`src/rtl/hilo_pkg.sv`:
```
// Shared definitions for the HI/LO multiply/divide unit: op codes, engine states
// and the op-code width used by the decoder and the unit.
package hilo_pkg;

   localparam int HILO_OP_W = 3;

   typedef enum logic [HILO_OP_W-1:0] {
      HILO_NONE  = 3'd0,
      HILO_MULT  = 3'd1,
      HILO_MULTU = 3'd2,
      HILO_DIV   = 3'd3,
      HILO_DIVU  = 3'd4,
      HILO_MTHI  = 3'd5,
      HILO_MTLO  = 3'd6
   } hilo_op_e;

   typedef enum logic [1:0] {
      IDLE = 2'd0,
      MUL  = 2'd1,
      DIV  = 2'd2
   } hilo_state_e;

endpackage

```
`src/rtl/div_iter.sv`:
```
// Radix-2 restoring divider core on unsigned magnitudes: one quotient bit per
// cycle for DATA_W cycles, then valid_o for one cycle with the final result.
module div_iter #(
   parameter int DATA_W = 32
) (
   input  logic              clk,
   input  logic              resetn,
   input  logic              start_i,
   input  logic              abort_i,
   input  logic [DATA_W-1:0] dividend_i,
   input  logic [DATA_W-1:0] divisor_i,
   output logic [DATA_W-1:0] quotient_o,
   output logic [DATA_W-1:0] remainder_o,
   output logic              valid_o
);

   localparam int CNT_W = $clog2(DATA_W + 1);

   logic [DATA_W-1:0] rem_q, rem_d;
   logic [DATA_W-1:0] quo_q, quo_d;
   logic [DATA_W-1:0] dvs_q, dvs_d;
   logic [CNT_W-1:0]  cnt_q, cnt_d;
   logic              run_q, run_d;
   logic [DATA_W:0]   shifted;
   logic [DATA_W-1:0] diff;
   logic              fits;
   logic              lastCycle;

   // The quotient register doubles as the dividend shift register, so each
   // iteration shifts its MSB into the partial remainder.
   always_comb begin
      shifted   = {rem_q, quo_q[DATA_W-1]};
      diff      = shifted[DATA_W-1:0] - dvs_q;
      fits      = (shifted >= {1'b0, dvs_q});
      lastCycle = run_q && (cnt_q == CNT_W'(DATA_W));
      rem_d     = rem_q;
      quo_d     = quo_q;
      dvs_d     = dvs_q;
      cnt_d     = cnt_q;
      run_d     = run_q;
      if (abort_i) begin
         run_d = 1'b0;
      end else if (start_i) begin
         rem_d = '0;
         quo_d = dividend_i;
         dvs_d = divisor_i;
         cnt_d = '0;
         run_d = 1'b1;
      end else if (run_q) begin
         if (lastCycle) begin
            run_d = 1'b0;
         end else begin
            cnt_d = cnt_q + 1'b1;
            quo_d = {quo_q[DATA_W-2:0], fits};
            rem_d = fits ? diff : shifted[DATA_W-1:0];
         end
      end
   end

   always_ff @(posedge clk or negedge resetn) begin
      if (!resetn) begin
         rem_q <= '0;
         quo_q <= '0;
         dvs_q <= '0;
         cnt_q <= '0;
         run_q <= 1'b0;
      end else begin
         rem_q <= rem_d;
         quo_q <= quo_d;
         dvs_q <= dvs_d;
         cnt_q <= cnt_d;
         run_q <= run_d;
      end
   end

   assign quotient_o  = quo_q;
   assign remainder_o = rem_q;
   assign valid_o     = lastCycle;

endmodule

```
`src/rtl/hilo_muldiv_unit.sv`:
```
// HI/LO register file with a multi-cycle multiply/divide engine.
// Optional HILO_BYPASS_EN forwards the value being written onto hi_out/lo_out.
module hilo_muldiv_unit
   import hilo_pkg::*;
#(
   parameter int DATA_W  = 32,
   parameter int MUL_LAT = 2
) (
   input  logic                 clk,
   input  logic                 resetn,
   input  logic                 op_valid,
   input  logic [HILO_OP_W-1:0] op,
   input  logic [DATA_W-1:0]    src_a,
   input  logic [DATA_W-1:0]    src_b,
   input  logic                 flush,
   output logic                 busy,
   output logic                 done,
   output logic [DATA_W-1:0]    hi_out,
   output logic [DATA_W-1:0]    lo_out
);

   localparam int CNT_W  = $clog2(MUL_LAT + 1);
   localparam int PROD_W = 2 * DATA_W;

   hilo_op_e          opCode;
   hilo_state_e       state_q, state_d;
   logic [CNT_W-1:0]  cnt_q, cnt_d;
   logic [DATA_W-1:0] hi_q, hi_d;
   logic [DATA_W-1:0] lo_q, lo_d;
   logic              busy_q;
   logic              accept;
   logic              mulSigned;
   logic [PROD_W-1:0] mulA, mulB;
   logic [PROD_W-1:0] mulPipe_q [MUL_LAT];
   logic              mulFinal;
   logic              divSigned;
   logic              divStart;
   logic              divAbort;
   logic              divValid;
   logic              aNeg, bNeg;
   logic [DATA_W-1:0] absA, absB;
   logic [DATA_W-1:0] divQuo, divRem;
   logic [DATA_W-1:0] quoFix, remFix;
   logic              divNegQ_q, divNegR_q, divZero_q;
   logic [DATA_W-1:0] divSrcA_q;

   assign opCode = hilo_op_e'(op);
   assign accept = op_valid && (state_q == IDLE) && !flush;

   assign mulSigned = (opCode == HILO_MULT);
   assign mulA = mulSigned ? {{DATA_W{src_a[DATA_W-1]}}, src_a} : {{DATA_W{1'b0}}, src_a};
   assign mulB = mulSigned ? {{DATA_W{src_b[DATA_W-1]}}, src_b} : {{DATA_W{1'b0}}, src_b};

   // Stage 0 captures the product of the presented operands every cycle; only
   // the entry that reaches the tail in the final MUL cycle is ever used.
   always_ff @(posedge clk or negedge resetn) begin
      if (!resetn) begin
         for (int i = 0; i < MUL_LAT; i++) mulPipe_q[i] <= '0;
      end else begin
         mulPipe_q[0] <= mulA * mulB;
         for (int i = 1; i < MUL_LAT; i++) mulPipe_q[i] <= mulPipe_q[i-1];
      end
   end

   assign divSigned = (opCode == HILO_DIV);
   assign aNeg      = divSigned && src_a[DATA_W-1];
   assign bNeg      = divSigned && src_b[DATA_W-1];
   assign absA      = aNeg ? (~src_a + 1'b1) : src_a;
   assign absB      = bNeg ? (~src_b + 1'b1) : src_b;
   assign divAbort  = (state_q == DIV) && flush;

   always_ff @(posedge clk or negedge resetn) begin
      if (!resetn) begin
         divNegQ_q <= 1'b0;
         divNegR_q <= 1'b0;
         divZero_q <= 1'b0;
         divSrcA_q <= '0;
      end else if (divStart) begin
         divNegQ_q <= aNeg ^ bNeg;
         divNegR_q <= aNeg;
         divZero_q <= (src_b == '0);
         divSrcA_q <= src_a;
      end
   end

   div_iter #(.DATA_W(DATA_W)) u_div_iter (
      .clk         (clk),
      .resetn      (resetn),
      .start_i     (divStart),
      .abort_i     (divAbort),
      .dividend_i  (absA),
      .divisor_i   (absB),
      .quotient_o  (divQuo),
      .remainder_o (divRem),
      .valid_o     (divValid)
   );

   // MIN / -1 needs no special case: |MIN| / 1 gives MIN, rem 0, positive sign.
   assign quoFix   = divNegQ_q ? (~divQuo + 1'b1) : divQuo;
   assign remFix   = divNegR_q ? (~divRem + 1'b1) : divRem;
   assign mulFinal = (state_q == MUL) && (cnt_q == CNT_W'(MUL_LAT));

   always_comb begin
      state_d  = state_q;
      cnt_d    = cnt_q;
      hi_d     = hi_q;
      lo_d     = lo_q;
      divStart = 1'b0;
      done     = 1'b0;
      case (state_q)
         IDLE: begin
            if (accept) begin
               case (opCode)
                  HILO_MULT, HILO_MULTU: begin
                     state_d = MUL;
                     cnt_d   = CNT_W'(1);
                  end
                  HILO_DIV, HILO_DIVU: begin
                     state_d  = DIV;
                     divStart = 1'b1;
                  end
                  HILO_MTHI: hi_d = src_a;
                  HILO_MTLO: lo_d = src_a;
                  default: ;
               endcase
            end
         end
         MUL: begin
            if (flush) begin
               state_d = IDLE;
               cnt_d   = '0;
            end else if (mulFinal) begin
               state_d = IDLE;
               cnt_d   = '0;
               hi_d    = mulPipe_q[MUL_LAT-1][PROD_W-1:DATA_W];
               lo_d    = mulPipe_q[MUL_LAT-1][DATA_W-1:0];
               done    = 1'b1;
            end else begin
               cnt_d = cnt_q + 1'b1;
            end
         end
         DIV: begin
            if (flush) begin
               state_d = IDLE;
            end else if (divValid) begin
               state_d = IDLE;
               hi_d    = divZero_q ? divSrcA_q : remFix;
               lo_d    = divZero_q ? '1 : quoFix;
               done    = 1'b1;
            end
         end
         default: state_d = IDLE;
      endcase
   end

   always_ff @(posedge clk or negedge resetn) begin
      if (!resetn) begin
         state_q <= IDLE;
         cnt_q   <= '0;
         hi_q    <= '0;
         lo_q    <= '0;
         busy_q  <= 1'b0;
      end else begin
         state_q <= state_d;
         cnt_q   <= cnt_d;
         hi_q    <= hi_d;
         lo_q    <= lo_d;
         busy_q  <= (state_d != IDLE);
      end
   end

   assign busy = busy_q;

`ifdef HILO_BYPASS_EN
   assign hi_out = hi_d;
   assign lo_out = lo_d;
`else
   assign hi_out = hi_q;
   assign lo_out = lo_q;
`endif

endmodule

```
`config.mk`:
```
export PLATFORM = sky130hd
export DESIGN_NAME = hilo_muldiv_unit
export DESIGN_NICKNAME = d
export VERILOG_FILES = /design/src/rtl/hilo_pkg.sv /design/src/rtl/div_iter.sv /design/src/rtl/hilo_muldiv_unit.sv
export SDC_FILE = /design/constraint.sdc
export NUM_CORES = 2
export LEC_CHECK = 0
export CAP_MARGIN = 20
export CORE_UTILIZATION = 40
export CTS_CLUSTER_SIZE = 40
export DETAILED_ROUTE_END_ITERATION = 6
export GPL_TIMING_DRIVEN = 0
export SETUP_SLACK_MARGIN = 0.2
export SLEW_MARGIN = 0
export SYNTH_ARGS = -nofsm -noshare
export SYNTH_HDL_FRONTEND = slang
export SYNTH_HIERARCHICAL = 1
export SYNTH_SLANG_ARGS = --single-unit
```
`constraint.sdc`:
```
create_clock -name clk -period 3.8 [get_ports clk]
set_input_delay 0.38 -clock clk [delete_from_list [all_inputs] [get_ports clk]]
set_output_delay 0.38 -clock clk [all_outputs]
set_load 0.02 [all_outputs]
```
Word-level counts from Yosys, hierarchy flattened:

Cells that the tools add are included.

* $lt $le $gt $ge: 1
* bitwise gates (word level): 6
* $add $sub $neg: 7
* equal/unequal tests: 19
* $mul: 1
* reductions and logical operators: 21
* multiplexer cells: 56

Operators by type and width (number)
* $mux 32: 25
* $pmux 32 s3: 2
* $add 32x1->32 const B: 4
* $mux 64: 2
* $not 32->32: 4
* $mul 64x64->64: 1
* $ge 33x32->1: 1
* $logic_not 32->1: 1
* $sub 32x32->32: 1
* $mux 2: 9
* $mux 6: 3
* $reduce_and 7->1: 2
* $ne 2x2->1 const B: 6
* $mux 1: 11
* $eq 3x3->1 const B: 3
* $pmux 2 s2: 2
* $logic_and 1x1->1: 7
* $add 6x1->6 const B: 1
* $eq 3x2->1 const B: 2
* $eq 6x6->1 const B: 1
* $ne 2x1->1 const B: 3
* $pmux 2 s3: 1
* $reduce_and 3->1: 2
* $reduce_bool 2->1: 3
* other kinds (12): 14

* output and inout bits: 66
* flip-flop bits (word level): 335
* word-level logic and storage cells: 127
* bits of input ports: 71

Depth between registers and ports, before layout:

* word-level depth: 7
* gate-level depth with buffers: 36
* gate-level depth less buffers: 33

Modules after synthesis:

The synthesis kept the hierarchy.

Modules (own cells, without submodules)
* hilo_muldiv_unit: times used 1, sequential area each 5805.6 um^2, cells an instance 6338, area an instance 58496.1 um^2
* div_iter: times used 1, sequential area each 2577.5 um^2, cells an instance 685, area an instance 6182.2 um^2

Worst setup path before layout:

Ideal clock, no wire load.

* kind: input port to flip-flop
* start point: in op[2]
* end point: reg mulPipe_q[127] (netlist bit)
* required time: 3.663 ns
* library setup time: 0.137 ns
* slack: -5.558 ns
* arrival time: 9.221 ns
* path buffers: 3
* stages on the path: 30
* cells stage by stage: nor3b_1 and2_1 clkbuf_1 clkbuf_1 nand2_1 fa_1 inv_1 fa_1 fa_1 inv_1 fa_1 fa_1 inv_1 fa_1 fa_1 fa_1 fa_1 inv_1 fa_1 inv_1 ha_1 clkbuf_1 a21o_1 a31o_2 a21oi_1 o211ai_1 a31oi_1 o21ai_0 a31oi_1 o211ai_1

* cells in the longest elaborated chain, start to end: 3
* elaborated cells between the ends (all ways): 4
* those cells by class: mul (1); eq/ne (1); mux (2)

Ends and longest elaborated chain
* start: declaration: RTL line hilo_muldiv_unit.sv:12 `input logic [HILO_OP_W-1:0] op,`
* $eq 3x1->1 (*): RTL line hilo_muldiv_unit.sv:50 `assign mulSigned = (opCode == HILO_MULT);`
* $mux 64, on equally long branches: RTL line hilo_muldiv_unit.sv:51, hilo_muldiv_unit.sv:52
* $mul 64x64->64 (*): RTL line hilo_muldiv_unit.sv:60 `mulPipe_q[0] <= mulA * mulB;`
* end: declaration: RTL line hilo_muldiv_unit.sv:34 `logic [PROD_W-1:0] mulPipe_q [MUL_LAT];`

Mark *: on every way between the ends. The rest lies on a longest branch, timed or not.
A chain may end at the register's enable or synchronous reset.

Worst setup path in the final report:

* start point: in op[0]
* end point: reg mulPipe_q[127] (netlist bit)

The elaborated chain is that of the path after synthesis.

==> metrics <==
Final GP Congestion 1.03; Worst path max stage delay 0.72 ns; cts bufs inserted 36; Seq cells post-synth 335; initial antenna violation count 29; dpl hpwl between 200,000 and 250,000 um; Slew Viols, Final 0; WL/cell 28.6 um; worst min-delay path class primary input to flop; grt ovf 0; die area approximately 160,000 um2; Slew @ Worst Pin between 1 and 1.5 ns; Final WS setup -4.98 ns; final setup violation count 57; Post-synth top flop dfrtp_1; nets between 9,000 and 10,000; RR Endpoint hi_out[28]; setup_tns -213.71 ns; post-synthesis cell type count between 70 and 80; Seq/Total Area, Yosys about an eighth; Synth Instances 7,023; first-pass GRT wire length 394,000 um; HP Start src_a[0]; Post-synth EDFFs 0; critical path type primary input to flop; die width around 400 um; top cells by area, synth fa_1 44%, dfrtp_1 13%, inv_1 9.0%; Chip Height 404 um; Clock Sinks 335; io pins about 140; Fin. Hold Viols 0; Worst path slowest cell fa_1; failing checks negative setup slack; Worst Hold Endpoint u_div_iter/quotient_o[0]; maximum buffer depth of the clock tree 3; area occupied by multi-input gates 51,500 um2; level count of the clock H-tree 2; ys async rst share 100%; Final period util 231%; Initial Util 40.3%; Clk Latency, worst-skew pair 0.56 ns; final WL 276,000 um; top cell type by total area after synthesis fa_1; Clock Skews between 0.015 and 0.02 ns; clock slew at the register clock pins of the worst setup and hold paths 0.06 ns; via count 52,096; share of cells above drive strength 1 15.6%; status finished with violations; core area 161,000 um2; Peak Freq 114 MHz; Via density 5.40; residual DRC count 0; CTS tree built; minimum clock period after layout 8.78 ns; Reg-to-Reg Start u_div_iter/remainder_o[8]; flop2flop setup slack 0.10 ns; GRT Total Usage 34.3%; Layout area overhead 20.3%; register area 8390 um2; startpoint types primary input; RSZ-0062 raised after global routing true; antenna-violating nets left 0; vias in the first global route 54,716; Mapped Area 64,700 um2; number of max-cap violations 0; Yosys top cell area share a little over two fifths; DRT Pass-1 Iters 5; fillers between 15,000 and 20,000; Synth Warn # 6; Rel. slew slack 17.8%; Rows 147; crit path DAT around 9.2 ns; Avg Inst Size Synth 9.21 um2; clock root cell clkbuf_16; r2r worst-path depth 10; Hold Crit Depth 4; Iter 0 DRT Violations ~5,300; Critical Path RT 4.22 ns; Port Buffers 98; Worst setup EP type flop; Worst Path Max Fanout 8; largest net degree at the start of global routing 121; most frequent CP cell fa_1; syn nets 8,867
## per-layer routing
layer,GRT usage (%),wire length [um],up-vias
met5,0,56,-
li1,-,-,21770
met3,7.23,26300,692
met1,44.3,107000,26983
met4,19.3,19400,8
met2,53.5,123000,2643
## flip-flops by register name (all words and copies together) (netlist names)
name,count
divNegQ_q,1
divNegR_q,1
state_q,2
u_div_iter/dvs_q,32
hi_out,32
u_div_iter/run_q,1
divZero_q,1
busy,1
divSrcA_q,32
u_div_iter/quotient_o,32
cnt_q,2
lo_out,32
u_div_iter/remainder_o,32
u_div_iter/cnt_q,6
mulPipe_q,128
## per-stage QoR
| stage | setup WS, ns | hold WS [ns] | area (um2) | cells | util (%) |
|---|---|---|---|---|---|
| after CTS | -5.00 | 0.216 | 76500 | 9577 | 47.7 |
| after global routing | -5.19 | 0.281 | 77800 | 9630 | 48.4 |
| after global placement | -12.63 | 0.333 | 70200 | 9281 | 43.7 |
| after detailed placement | -7.45 | 0.335 | 70600 | 9301 | 44.0 |
| final | -4.98 | 0.248 | 77800 | 9647 | 48.5 |
| after floorplan | -4.64 | 0.0844 | 66500 | 7023 | - |
## worst max-delay path by stage
stage | slack (ns) | startpoint | cells past startpoint | endpoint
global route | -5.19 | op[2] | 37 | mulPipe_q[126]
detailed placement | -7.45 | src_b[31] | 29 | mulPipe_q[127]
finish | -4.98 | op[0] | 36 | mulPipe_q[127]
CTS | -5.00 | op[0] | 37 | mulPipe_q[127]
global placement | -12.63 | resetn | 1 | mulPipe_q[126]
floorplan | -4.64 | op[1] | 31 | mulPipe_q[127]
## logic make-up after synthesis
logic type,share of synthesized area (%)
AO/OA/AOI/OAI,6.71
XOR/XNOR,3.67
buffers and inverters,11.3
flip-flops,13.0
adder cells (fa/ha/maj),50.8
multiplexers,0.896
AND/OR/NAND/NOR,13.7
## layout make-up
type,count,area share (%)
flip-flops and latches,335,10.8
plain buffers,384,5.45
diodes,19,0.0611
repair buffers,382,4.99
clock inverters,15,0.273
inverters,1561,7.57
clock buffers,48,1.28
multi-input cells,4743,66.1
well taps,2160,3.47
## synthesized netlist by cell type (31+ instances only)
library cell,instances
and2_1,395
nand3_1,61
xor2_1,99
buf_1,49
nor3_1,35
and3_1,38
inv_1,1559
o21ai_0,282
a21o_1,59
nor2_1,132
nand2_1,1126
dfrtp_1,335
o31ai_1,49
xnor2_1,172
mux2i_1,53
fa_1,1419
ha_1,354
a21oi_1,155
clkbuf_1,331
nand2b_1,31
## layout by cell type (no fill, tap or decap), types with 55 or more instances in the layout
| cell | count |
|---|---|
| a21o_1 | 58 |
| a21oi_1 | 112 |
| and2_1 | 385 |
| buf_4 | 194 |
| buf_6 | 78 |
| clkbuf_1 | 98 |
| clkbuf_16 | 109 |
| clkbuf_2 | 63 |
| clkbuf_8 | 62 |
| clkdlybuf4s50_1 | 68 |
| dfrtp_1 | 332 |
| fa_1 | 1314 |
| fa_2 | 105 |
| ha_1 | 295 |
| inv_1 | 1472 |
| inv_2 | 79 |
| nand2_1 | 1076 |
| nand3_1 | 55 |
| nor2_1 | 118 |
| o21ai_0 | 251 |
| xnor2_1 | 162 |
| xor2_1 | 96 |
## worst max-delay path: cells and delay by family
| family | cells | cell delay [ns] |
|---|---|---|
| AND/OR/NAND/NOR | 6 | 0.78 |
| adder cells (fa/ha/maj) | 11 | 5.86 |
| buffers and inverters | 13 | 1.33 |
| AO/OA/AOI/OAI | 6 | 0.80 |
## repair_timing
item | 4_1_cts | 5_1_grt
gates resized for setup | 852 | 256
hold endpoints to repair | 107 | 0
hold buffers | 1 | 0
cloned | 1 | 0
pin swaps | 210 | 187
endpoints found under the setup margin | 170 | 139
buffers inserted | 211 | 49
Power is not shown: default switching activity piles up to over one toggle a cycle in this logic, so the estimate is an artifact.
